[src/rtl/ddr_pkg.sv]
// Shared widths and FSM encoding for the DDR write-side line packer.
// Latency: n/a (types and constants only).
// Backpressure: n/a.
package ddr_pkg;

    localparam int LINE_W     = 128;
    localparam int WORD_W     = 16;
    localparam int LANES      = 8;
    localparam int LANE_SEL_W = 3;
    localparam int MASK_W     = 16;

    typedef enum logic [1:0] {
        WP_EMPTY,
        WP_FILL,
        WP_ISSUE
    } wp_state_e;

endpackage

[src/rtl/ddr_lane_merge.sv]
// Merges one 16-bit halfword into a 128-bit line and clears its mask bits.
// Latency: combinational.
// Backpressure: none; pure function of its inputs.
module ddr_lane_merge
    import ddr_pkg::*;
(
    input  logic [LINE_W-1:0]     line_i,
    input  logic [MASK_W-1:0]     mask_i,
    input  logic [LANE_SEL_W-1:0] lane_i,
    input  logic [WORD_W-1:0]     data_i,
    input  logic [1:0]            be_i,
    output logic [LINE_W-1:0]     line_o,
    output logic [MASK_W-1:0]     mask_o
);

    // Overwrite only the enabled bytes of the selected lane; mask 0 = byte written.
    always_comb begin
        line_o = line_i;
        mask_o = mask_i;
        for (int n = 0; n < LANES; n++) begin
            if (lane_i == LANE_SEL_W'(n)) begin
                if (be_i[0]) begin
                    line_o[WORD_W*n +: 8] = data_i[7:0];
                    mask_o[2*n]           = 1'b0;
                end
                if (be_i[1]) begin
                    line_o[WORD_W*n+8 +: 8] = data_i[15:8];
                    mask_o[2*n+1]           = 1'b0;
                end
            end
        end
    end

endmodule

[src/rtl/ddr_write_pack.sv]
// Packs halfword writes into one 128-bit DDR line with byte mask; optional idle timeout (DDR_WPACK_TIMEOUT_EN).
// Latency: write that fills the line -> ddr_req_valid on the next cycle; flush/miss -> ISSUE next cycle.
// Backpressure: wr_ready low in ISSUE and on a line miss in FILL; line held stable until ddr_req_ready.
module ddr_write_pack
    import ddr_pkg::*;
#(
    parameter int ADDR_W  = 27,
    parameter int TIMEOUT = 64
) (
    input  logic                clk,
    input  logic                rst,
    input  logic                wr_valid,
    output logic                wr_ready,
    input  logic [ADDR_W-1:0]   wr_addr,
    input  logic [WORD_W-1:0]   wr_data,
    input  logic [1:0]          wr_be,
    input  logic                flush,
    output logic                idle,
    output logic                ddr_req_valid,
    input  logic                ddr_req_ready,
    output logic [ADDR_W-4:0]   ddr_addr,
    output logic [LINE_W-1:0]   ddr_wdata,
    output logic [MASK_W-1:0]   ddr_wmask
);

    localparam int LA_W = ADDR_W - 3;

    wp_state_e          state_q, state_d;
    logic [LINE_W-1:0]  line_q, line_d;
    logic [MASK_W-1:0]  mask_q, mask_d;
    logic [LA_W-1:0]    addr_q, addr_d;

    logic [LINE_W-1:0]  merged_line;
    logic [MASK_W-1:0]  merged_mask;
    logic               line_hit;
    logic               accept;
    logic               timeout_hit;

    // The buffer is all-zero / all-masked whenever EMPTY, so the same merge serves first and later writes.
    ddr_lane_merge u_merge (
        .line_i (line_q),
        .mask_i (mask_q),
        .lane_i (wr_addr[LANE_SEL_W-1:0]),
        .data_i (wr_data),
        .be_i   (wr_be),
        .line_o (merged_line),
        .mask_o (merged_mask)
    );

    assign line_hit = (wr_addr[ADDR_W-1:3] == addr_q);
    assign accept   = wr_valid && wr_ready;

`ifdef DDR_WPACK_TIMEOUT_EN
    localparam int CNT_W = (TIMEOUT > 1) ? $clog2(TIMEOUT) : 1;

    logic [CNT_W-1:0] cnt_q, cnt_d;

    assign timeout_hit = (cnt_q == CNT_W'(TIMEOUT - 1));

    // Idle counter: runs only while sitting in FILL with no accepted write.
    always_comb begin
        cnt_d = '0;
        if (state_q == WP_FILL && state_d == WP_FILL && !accept) begin
            cnt_d = cnt_q + 1'b1;
        end
    end

    // Idle counter register.
    always_ff @(posedge clk) begin
        if (rst) begin
            cnt_q <= '0;
        end else begin
            cnt_q <= cnt_d;
        end
    end
`else
    assign timeout_hit = 1'b0;
`endif

    // Next-state, buffer update and write-side handshake.
    always_comb begin
        state_d  = state_q;
        line_d   = line_q;
        mask_d   = mask_q;
        addr_d   = addr_q;
        wr_ready = 1'b0;
        case (state_q)
            WP_EMPTY: begin
                wr_ready = 1'b1;
                // A write with no byte enables is taken but leaves the buffer empty.
                if (wr_valid && (wr_be != 2'b00)) begin
                    addr_d  = wr_addr[ADDR_W-1:3];
                    line_d  = merged_line;
                    mask_d  = merged_mask;
                    state_d = WP_FILL;
                end
            end
            WP_FILL: begin
                wr_ready = line_hit;
                if (wr_valid && line_hit) begin
                    line_d = merged_line;
                    mask_d = merged_mask;
                end
                // A miss is stalled and replayed from EMPTY once this line has gone out.
                if (wr_valid && !line_hit) begin
                    state_d = WP_ISSUE;
                end else if ((mask_d == '0) || flush || (timeout_hit && !wr_valid)) begin
                    state_d = WP_ISSUE;
                end
            end
            WP_ISSUE: begin
                if (ddr_req_ready) begin
                    line_d  = '0;
                    mask_d  = '1;
                    state_d = WP_EMPTY;
                end
            end
            default: begin
                state_d = WP_EMPTY;
            end
        endcase
    end

    // State and line buffer registers.
    always_ff @(posedge clk) begin
        if (rst) begin
            state_q <= WP_EMPTY;
            line_q  <= '0;
            mask_q  <= '1;
            addr_q  <= '0;
        end else begin
            state_q <= state_d;
            line_q  <= line_d;
            mask_q  <= mask_d;
            addr_q  <= addr_d;
        end
    end

    assign idle          = (state_q == WP_EMPTY);
    assign ddr_req_valid = (state_q == WP_ISSUE);
    assign ddr_addr      = addr_q;
    assign ddr_wdata     = line_q;
    assign ddr_wmask     = mask_q;

endmodule

[config.mk]
export PLATFORM = sky130hd
export DESIGN_NAME = ddr_write_pack
export DESIGN_NICKNAME = d
export VERILOG_FILES = /design/src/rtl/ddr_pkg.sv /design/src/rtl/ddr_lane_merge.sv /design/src/rtl/ddr_write_pack.sv
export SDC_FILE = /design/constraint.sdc
export NUM_CORES = 1
export LEC_CHECK = 0
export BUFFER_PORTS_ARGS = -buffer_cell sky130_fd_sc_hd__buf_4
export CAP_MARGIN = 20
export CELL_PAD_IN_SITES_DETAIL_PLACEMENT = 1
export CELL_PAD_IN_SITES_GLOBAL_PLACEMENT = 1
export CORE_MARGIN = 2
export CORE_UTILIZATION = 25
export DETAILED_ROUTE_END_ITERATION = 8
export PLACE_DENSITY = 0.58
export SLEW_MARGIN = 20
export SYNTH_ARGS = -nofsm -noshare
export SYNTH_HDL_FRONTEND = slang
export SYNTH_HIERARCHICAL = 1
export SYNTH_SLANG_ARGS = --single-unit
[constraint.sdc]
create_clock -name clk -period 5.4 [get_ports clk]
set_input_delay 0.54 -clock clk [delete_from_list [all_inputs] [get_ports clk]]
set_output_delay 0.54 -clock clk [all_outputs]
set_load 0.01 [all_outputs]
==> results by group, run 1 <==
CTS
  – Clock latency on the worst-skew pair: 0.45 ns
  – Num Clock Sinks: 170
  – CTS tree: built
  – Clock root buffer: clkbuf_16
  – Post-CTS setup buffers: 0
  – Hold buffers post-CTS: 0
  – Clock-pin slew of the registers on the worst-case setup and hold paths: 0.08 ns
  – CTS max path bufs: 2
  – CTS resizes: 0
  – H-tree depth: 4
  – CTS buffer count: 17

Global route
  – Largest net degree at the start of global routing: 129
  – Total grt overflow: 0
  – First-pass GRT wire length: 51800 um
  – Vias in the first global route: 8300
  – Initial antenna violation count: 2
  – Total Routing Usage GR: 19.0%

Power and ir drop
  – Internal: 2.40 mW
  – Sw Pwr: 1.74 mW
  – LEAKAGE: 4.65 nW
  – Sequential power share: 35.2%
  – Worst vdd ir: 329 uV
  – Pwr Density: 369 nW/um^2
  – Combinational cell fraction of total power: 35.1%
  – Clock power share: 29.8%
  – Switching Share: 41.9%

Timing
  – Setup_tns: 0 ns
  – Relative slew slack: 24.3%
  – Least-Margin Pin Slew: 1.13 ns
  – RSZ-0062 raised after global routing: no
  – Maximum clock frequency: 302 MHz
  – Fin crit period: 3.31 ns
  – Max Slew Vio Count: 0
  – Final period util: 61.4%
  – Clock skew: 0.0177 ns
  – Hold Vio Cnt, Final: 0
  – Final Setup Violations: 0

Worst setup path
  – Arrival @ worst endpoint: 3.68 ns
  – Worst-path fanout max: 128
  – R2r setup slk: 2.09 ns
  – Crit end category: register
  – R2R depth: 9
  – Reg-to-Reg Start: state_q[0]
  – Critical path class: reg2reg
  – CP Launch Type: register
  – Reg2Reg Capture Point: ddr_wdata[96]
  – Critical Path Start: state_q[0]
  – Worst EP required: 5.77 ns

Min path
  – HP Class: in2reg
  – WHS Endpoint: ddr_addr[13]
  – Min-delay src: wr_addr[16]
  – Hold path depth: 3

Drt
  – Routed length per placed instance: 20.9 um
  – Final WL: 35000 um
  – Routed Antenna Nets: 0
  – # DRC: 0
  – Routed vias/inst: 4.93
  – DRT Pass-1 Iters: 4
  – DRT iter0 DRCs: 386
  – DR vias: 8236

Job
  – # Max-Cap Violations: 0

Final layout
  – Post-layout net count: 1258
  – Non-Filler Instances: 1672
  – Util after Layout: 32.6%
  – FILL cells: 4101
  – Layout area overhead: 29.2%
  – Fraction of layout cells with a size suffix above 1: 33.8%
  – Antenna diode count: 0

Synth
  – Mapped cell area: 8670 sq um
  – Post-Synth XOR/XNOR Area: 2.43%
  – Syn_area_per_cell: 8.36 sq um
  – Post-synthesis compound-gate area fraction: 14.1%
  – Post-synth EDFFs: 0
  – Async set-or-reset flop fraction in the synthesized netlist: 0%
  – Post-Synth Simple-Gate Area: 20.9%
  – Gate Count Post-Synth: 1037
  – Largest family of logic cells by synthesized area: simple AND/OR/NAND/NOR gates
  – Top_reg_cell synth: dfxtp_1
  – Synth Warn #: 6
  – #FFs+latches synth: 170
  – Synth cell types: 41
  – Post-Synth Adder-Cell Area: 0.577%
  – Syn nets: 1091
  – Sequential cell area fraction in the yosys report: 39.3%
  – Mux contribution to synthesized area: 16.9%

Die
  – Die width: 190 um
  – Die Area: 36200 sq um
  – Core region area: 34400 sq um
  – # rows: 68
  – Die height: 190 um
  – IO Count: 221
  – Starting density of the core: 25.2%

Placement
  – Dpl hpwl: 23000 um
  – Dpl cells: 1639
  – IO buf count: 220
  – Final GP Congestion: 0.737

Run status
  – Outcome: complete, no violations
## cell usage after synthesis (2+ instances only)
| master | count | share of area, % |
|---|---|---|
| nand4b_1 | 2 | 0.20 |
| o21ai_1 | 2 | 0.12 |
| and4bb_2 | 5 | 0.72 |
| nand4b_2 | 4 | 0.69 |
| xor2_1 | 24 | 2.4 |
| nand3_1 | 130 | 7.5 |
| o21ai_0 | 31 | 1.8 |
| buf_4 | 13 | 1.1 |
| buf_2 | 10 | 0.58 |
| nor4_1 | 12 | 0.87 |
| nor2_1 | 3 | 0.13 |
| nor2b_1 | 7 | 0.51 |
| nor4b_4 | 2 | 0.55 |
| nand2_1 | 179 | 7.8 |
| ha_1 | 4 | 0.58 |
| mux2_2 | 128 | 17 |
| a22oi_1 | 16 | 1.4 |
| dfxtp_1 | 170 | 39 |
| clkbuf_1 | 56 | 2.4 |
| buf_6 | 2 | 0.26 |
| nand4_2 | 2 | 0.29 |
| inv_1 | 36 | 1.6 |
| mux2i_1 | 2 | 0.23 |
| nor4_2 | 2 | 0.29 |
| a21oi_1 | 169 | 9.8 |
| and2_1 | 9 | 0.65 |
| nand4_1 | 3 | 0.22 |
## worst max-delay path by stage
stage                    endpoint  slack [ns]  cells after the start
global placement    ddr_wdata[19]        2.09                      9
finish              ddr_wdata[96]        2.09                      9
detailed placement  ddr_wdata[96]        2.10                      9
floorplan              state_q[0]        3.02                      9
global route        ddr_wdata[94]        1.81                      9
CTS                 ddr_wdata[72]        2.06                      9
## stage by stage
stage	setup slack, ns	total power [mW]	area (sq um)	hold slack [ns]
after floorplan	3.02	2.42	8670	0.485
after global placement	2.09	2.95	10600	0.451
after detailed placement	2.10	2.96	10600	0.461
after CTS	2.06	4.21	11200	0.320
after global routing	1.81	4.38	11200	0.343
final	2.09	4.14	11200	0.345
## per-layer routing
metal | up-vias | global-route usage (%) | share of wire, %
li1 | 3972 | - | -
met1 | 4071 | 24.3 | 45
met2 | 178 | 31.3 | 47
met3 | 15 | 5.94 | 7.3
met4 | 0 | 3.97 | 0.74
met5 | - | 0 | 0
## sequential cells by signal, summed over array words and instances (netlist names)
register   flops
ddr_wdata    128
ddr_addr      24
ddr_wmask     16
state_q        2
## power groups by stage
stage | combinational, mW | clock [mW] | sequential, mW
global route | 1.59 | 1.32 | 1.47
finish | 1.45 | 1.23 | 1.46
CTS | 1.48 | 1.27 | 1.46
floorplan | 0.923 | 0 | 1.50
detailed placement | 1.47 | 0 | 1.48
global placement | 1.47 | 0 | 1.48
## area by class of cell
cell class              instances  area (sq um)  share of cell area (%)
flip-flops and latches        170          3400                    30.4
multi-input cells             750          4780                    42.7
well taps                     455           569                    5.08
clock inverters                14           133                    1.18
repair buffers                229          1740                    15.5
clock buffers                  18           439                    3.92
inverters                      36           138                    1.23
## cell families (layout without fill, tap and decap cells)
logic type / count (synthesis) / after routing
XOR/XNOR: 24 / 24
AND/OR/NAND/NOR: 365 / 365
flip-flops: 170 / 170
buffers and inverters: 117 / 297
multiplexers: 130 / 130
AO/OA/AOI/OAI: 227 / 227
adder cells (fa/ha/maj): 4 / 4
## cell usage in the layout, fill, tap and decap left out, drive strengths merged, types with 6 or more instances in the layout
| cell | count |
|---|---|
| nor2b | 7 |
| nand4b | 6 |
| nand3 | 130 |
| a21oi | 169 |
| a22oi | 16 |
| and2 | 9 |
| o21ai | 33 |
| dfxtp | 170 |
| inv | 43 |
| mux2 | 128 |
| xor2 | 24 |
| nor4 | 14 |
| clkbuf | 18 |
| nand2 | 179 |
| buf | 229 |
## worst max-delay path, cell delays in order (launching register included)
cell     delay, ns
dfxtp_1       0.39
inv_1         0.08
ha_1          0.30
inv_4         0.49
o22ai_1       0.42
a211o_1       0.42
o41ai_4       0.08
buf_12        0.46
nand3_1       0.17
a21oi_1       0.22
Note: power is estimated with default switching activity, not from simulation.
==> run 2: changes to the inputs <==
--- a/config.mk
+++ b/config.mk
@@ -12,7 +12,7 @@
 export CORE_MARGIN = 2
 export CORE_UTILIZATION = 25
 export DETAILED_ROUTE_END_ITERATION = 8
-export PLACE_DENSITY = 0.58
+export PLACE_DENSITY = 0.6
 export SLEW_MARGIN = 20
 export SYNTH_ARGS = -nofsm -noshare
 export SYNTH_HDL_FRONTEND = slang
==> constraint.sdc (replaced) <==
create_clock -name clk -period 2.7 [get_ports clk]
set_input_delay 0.27 -clock clk [delete_from_list [all_inputs] [get_ports clk]]
set_output_delay 0.27 -clock clk [all_outputs]
set_load 0.01 [all_outputs]
==> run 2 against run 1 <==
  * Die area unchanged
  * Register-to-register slack lost 1.9 ns
  * Combinational power grew 130%
  * Global-route usage shrank 0.24 points
  * Critical path type unchanged
  * Critical endpoint is now ddr_wdata[89]
  * Non-clock buffer count increased by 28
  * Design area increased by 2.9%
  * Via count up 0.84%
  * Largest cell class unchanged
  * Worst hold slack got worse by 0.26 ns
==> results by group, run 2 (synthesis results as in run 1) <==
Timing
  – Hold Vio Cnt, Final: 0
  – Maximum clock frequency: 399 MHz
  – RSZ-0062 raised after global routing: no
  – Final Setup Violations: 0
  – Clock skew: 0.0148 ns
  – Max Slew Vio Count: 0
  – Least-Margin Pin Slew: 0.722 ns
  – Fin crit period: 2.51 ns
  – Setup_tns: 0 ns
  – Final period util: 92.9%
  – Relative slew slack: 51.8%

Run status
  – Outcome: complete, no violations

CTS
  – Clock root buffer: clkbuf_16
  – Hold buffers post-CTS: 0
  – Clock latency on the worst-skew pair: 0.45 ns
  – Clock-pin slew of the registers on the worst-case setup and hold paths: 0.07 ns
  – Post-CTS setup buffers: 0
  – CTS max path bufs: 2
  – CTS buffer count: 17
  – H-tree depth: 4
  – Num Clock Sinks: 170
  – CTS tree: built
  – CTS resizes: 0

Die
  – Core region area: 34400 sq um
  – # rows: 68
  – Die height: 190 um
  – Starting density of the core: 25.2%
  – Die Area: 36200 sq um
  – Die width: 190 um
  – IO Count: 221

Global route
  – Vias in the first global route: 8355
  – Largest net degree at the start of global routing: 129
  – First-pass GRT wire length: 51600 um
  – Total grt overflow: 0
  – Total Routing Usage GR: 18.7%
  – Initial antenna violation count: 1

Min path
  – Min-delay src: wr_addr[15]
  – Hold path depth: 3
  – WHS Endpoint: ddr_addr[12]
  – HP Class: in2reg

Final layout
  – Antenna diode count: 0
  – Commonest cells after routing, fill and taps aside: buf_4 (247), nand2_1 (179), dfxtp_1 (170), a21oi_1 (169), nand3_1 (130)
  – Post-layout net count: 1286
  – Layout area overhead: 32.9%
  – Most common cell after layout, fill and taps aside: buf_4
  – Non-Filler Instances: 1699
  – Max reg flops: 128
  – Fraction of layout cells with a size suffix above 1: 35.1%

Placement
  – Dpl cells: 1668
  – Final GP Congestion: 0.754
  – Dpl hpwl: 23000 um
  – IO buf count: 220

Worst setup path
  – CP Launch Type: register
  – Reg-to-Reg Start: ddr_addr[13]
  – Worst EP required: 3.06 ns
  – Worst-path fanout max: 31
  – Arrival @ worst endpoint: 2.87 ns
  – R2R depth: 8
  – Crit end category: register
  – Critical path class: reg2reg
  – R2r setup slk: 0.19 ns
  – Reg2Reg Capture Point: ddr_wdata[89]

Drt
  – DRT Pass-1 Iters: 4
  – # DRC: 0
  – Routed Antenna Nets: 0
  – DRT iter0 DRCs: 431
  – Routed vias/inst: 4.89
  – Final WL: 34000 um
  – Routed length per placed instance: 20.0 um
  – DR vias: 8305

Power and ir drop
  – Worst vdd ir: 468 uV
  – LEAKAGE: 4.83 nW
  – Pwr Density: 762 nW/um^2

Job
  – # Max-Cap Violations: 0
[run 2: through the flow]
| step | hold slack [ns] | power [mW] | utilization [%] | area [sq um] | worst slack [ns] |
|---|---|---|---|---|---|
| 2_1_floorplan | 0.406 | 4.84 | - | 8670 | 0.444 |
| 3_3_place_gp | 0.449 | 6.30 | 31.8 | 10900 | 0.178 |
| 3_5_place_dp | 0.459 | 6.33 | 31.8 | 10900 | 0.0987 |
| 4_1_cts | 0.0553 | 8.90 | 33.5 | 11500 | 0.145 |
| 5_1_grt | 0.0751 | 9.30 | 33.5 | 11500 | 0.0114 |
| 6_report | 0.0863 | 8.78 | 33.5 | 11500 | 0.192 |
[run 2: routing by layer]
metal,vias up,GRT usage [%],wire length (um)
met5,-,0,0
met1,4122,24.6,15600
met3,19,5.42,2070
met4,0,4.68,387
li1,4019,-,-
met2,145,30.2,16000
[run 2: area by class of cell]
class / count / area [sq um]
clock buffers: 19 / 443
clock inverters: 12 / 143
fillers: 4118 / 22900
inverters: 36 / 138
multi-input cells: 750 / 4770
flip-flops and latches: 170 / 3400
well taps: 455 / 569
repair buffers: 257 / 2050
[run 2: worst max-delay path, stage by stage, from the launching register on]
cell,delay [ns]
dfxtp_1,0.33
xor2_1,0.17
nor4_2,0.47
nand2_1,0.22
o41ai_4,0.44
buf_12,0.25
buf_12,0.20
nand3_1,0.11
a21oi_1,0.21
[run 2: worst max-delay path by stage]
stage	startpoint	end	cells past startpoint
2_1_floorplan	state_q[0]	ddr_wdata[85]	10
3_3_place_gp	wr_addr[16]	ddr_wdata[114]	9
3_5_place_dp	wr_addr[16]	ddr_wdata[89]	9
4_1_cts	ddr_addr[13]	ddr_wdata[82]	8
5_1_grt	ddr_addr[13]	ddr_wdata[48]	8
6_report	ddr_addr[13]	ddr_wdata[89]	8
[run 2: report_power, final]
group | leakage, nW | switching, mW | total [mW] | internal [mW]
Clock | 0.278 | 1.15 | 2.55 | 1.40
Sequential | 1.38 | 0.189 | 2.90 | 2.71
Combinational | 3.17 | 2.12 | 3.33 | 1.21
Total | 4.83 | 3.46 | 8.78 | 5.32
==> run 3: changes to the inputs <==
--- a/config.mk
+++ b/config.mk
@@ -10,9 +10,9 @@
 export CELL_PAD_IN_SITES_DETAIL_PLACEMENT = 1
 export CELL_PAD_IN_SITES_GLOBAL_PLACEMENT = 1
 export CORE_MARGIN = 2
-export CORE_UTILIZATION = 25
+export CORE_UTILIZATION = 35
 export DETAILED_ROUTE_END_ITERATION = 8
-export PLACE_DENSITY = 0.6
+export PLACE_DENSITY = 0.79
 export SLEW_MARGIN = 20
 export SYNTH_ARGS = -nofsm -noshare
 export SYNTH_HDL_FRONTEND = slang
==> run 3 against run 2 <==
  * Utilization grew 13 points
  * Clock-buffer cell count down 2
  * Die area is 28% lower
  * Cell count is 8.3% lower
  * Design area shrank 2.4%
  * Via count increased by 1.6%
  * Register-to-register slack worse by 0.03 ns
  * Power shrank 3.5%
  * Non-clock buffer count shrank 10
  * Critical path type unchanged
  * Worst hold slack got worse by 0.0083 ns
  * Sequential power about the same
  * First-iteration DRC count grew 29%
==> results by group, run 3 (synthesis results as in run 1) <==
Timing
  – RSZ-0062 raised after global routing: no
  – Fin crit period: 2.54 ns
  – Clock skew: 0.0143 ns
  – Max Slew Vio Count: 0
  – WHS: 0.0779 ns
  – Final Setup Violations: 0
  – Relative slew slack: 43.7%
  – Least-Margin Pin Slew: 0.843 ns
  – Setup_tns: 0 ns
  – Final period util: 94.0%
  – Hold Vio Cnt, Final: 0
  – Maximum clock frequency: 394 MHz

CTS
  – CTS max path bufs: 2
  – CTS tree: built
  – Hold buffers post-CTS: 0
  – Clock-pin slew of the registers on the worst-case setup and hold paths: 0.08 ns
  – Clock latency on the worst-skew pair: 0.45 ns
  – CTS resizes: 0
  – Post-CTS setup buffers: 0
  – CTS buffer count: 17
  – H-tree depth: 4
  – Clock root buffer: clkbuf_16
  – Num Clock Sinks: 170

Final layout
  – Non-Filler Instances: 1558
  – Commonest cells after routing, fill and taps aside: buf_4 (238), nand2_1 (179), dfxtp_1 (170), a21oi_1 (169), nand3_1 (130)
  – Most common cell after layout, fill and taps aside: buf_4
  – Layout area overhead: 29.7%
  – Antenna diode count: 0
  – FILL cells: 2889
  – Max reg flops: 128
  – Fraction of layout cells with a size suffix above 1: 34.6%
  – Post-layout net count: 1276
  – Fin area: 11200 sq um

Worst setup path
  – Worst EP required: 3.06 ns
  – Slowest stage delay, CP: 0.52 ns
  – Crit end category: register
  – Most used cell, CP: buf_12
  – Crit path max-delay cell type: nor4_2
  – CP Launch Type: register
  – Crit path buf inv count: 2
  – CP Cell Sequence: xor2_1 > nor4_2 > nand2_1 > o41ai_4 > buf_12 > buf_12 > nand3_1 > a21oi_1
  – Critical path's top delay family: simple AND/OR/NAND/NOR gates
  – Worst-path fanout max: 36
  – Arrival @ worst endpoint: 2.90 ns
  – Critical path class: reg2reg

Placement
  – Placed cell areas: 10700 sq um
  – IO buf count: 220
  – Dpl cells: 1527
  – Final GP Congestion: 0.778
  – Dpl hpwl: 21000 um

Drt
  – Routed vias/inst: 5.41
  – Routed Antenna Nets: 0
  – DRT iter0 DRCs: 554
  – Final WL: 31300 um
  – DR vias: 8436
  – # DRC: 0
  – DRT Pass-1 Iters: 4
  – Routed length per placed instance: 20.1 um

Power and ir drop
  – LEAKAGE: 4.77 nW
  – Pwr Density: 753 nW/um^2
  – Worst vdd ir: 659 uV
  – Overall power: 8.47 mW

Global route
  – First-pass GRT wire length: 47800 um
  – Vias in the first global route: 8236
  – Total grt overflow: 0
  – Largest net degree at the start of global routing: 140
  – Total Routing Usage GR: 23.5%
  – Initial antenna violation count: 0

Die
  – # rows: 57
  – Core region area: 24300 sq um
  – Die width: 161 um
  – Starting density of the core: 35.6%
  – Die Area: 26000 sq um
  – IO Count: 221
  – Die height: 161 um

Job
  – # Max-Cap Violations: 0

Run status
  – Outcome: complete, no violations

Min path
  – HP Class: in2reg
## run 3: cell count changes in the layout (fill, tap and decap cells not counted), sizes merged
cell / change
buf: -10
clkbuf: -2
bufinv: -1
inv: +3
## run 3: worst reg2reg max path, cell delays in order, from the launching register on
cell	delay, ns
dfxtp_1	0.35
xor2_1	0.18
nor4_2	0.52
nand2_1	0.23
o41ai_4	0.45
buf_12	0.19
buf_12	0.21
nand3_1	0.13
a21oi_1	0.21
## run 3: per-stage QoR
step,setup WS [ns],util [%]
2_1_floorplan,0.444,-
3_3_place_gp,0.183,43.9
3_5_place_dp,0.186,43.9
4_1_cts,0.140,46.2
5_1_grt,0.0565,46.2
6_report,0.161,46.2
## run 3: cell type report
class,instances,area [sq um],share of cell area (%)
flip-flops and latches,170,3400,30.3
clock inverters,14,138,1.22
well taps,324,405,3.61
repair buffers,247,1970,17.5
inverters,36,138,1.22
multi-input cells,750,4770,42.4
clock buffers,17,425,3.78
## run 3: report_power, final
part           internal [mW]  switching, mW
Sequential              2.71          0.190
Combinational           1.11           2.03
Clock                   1.29           1.14
## run 3: path summary, 6_finish.rpt
path         slack [ns]       endpoint  cells past startpoint          start
min                0.08    ddr_addr[4]                      3     wr_addr[7]
max reg2reg        0.16  ddr_wdata[32]                      8   ddr_addr[22]
max                0.16  ddr_wdata[32]                      8   ddr_addr[22]
min reg2reg        0.46  ddr_wdata[83]                      2  ddr_wdata[83]
## run 3: metal layers
layer  vias up  part of all wire [%]  track usage [%]
li1       4022                     -                -
met1      4156                    43             30.5
met2       216                    48             37.7
met3        42                   7.0             6.45
met4         0                   2.3             8.16
met5         -                     0                0
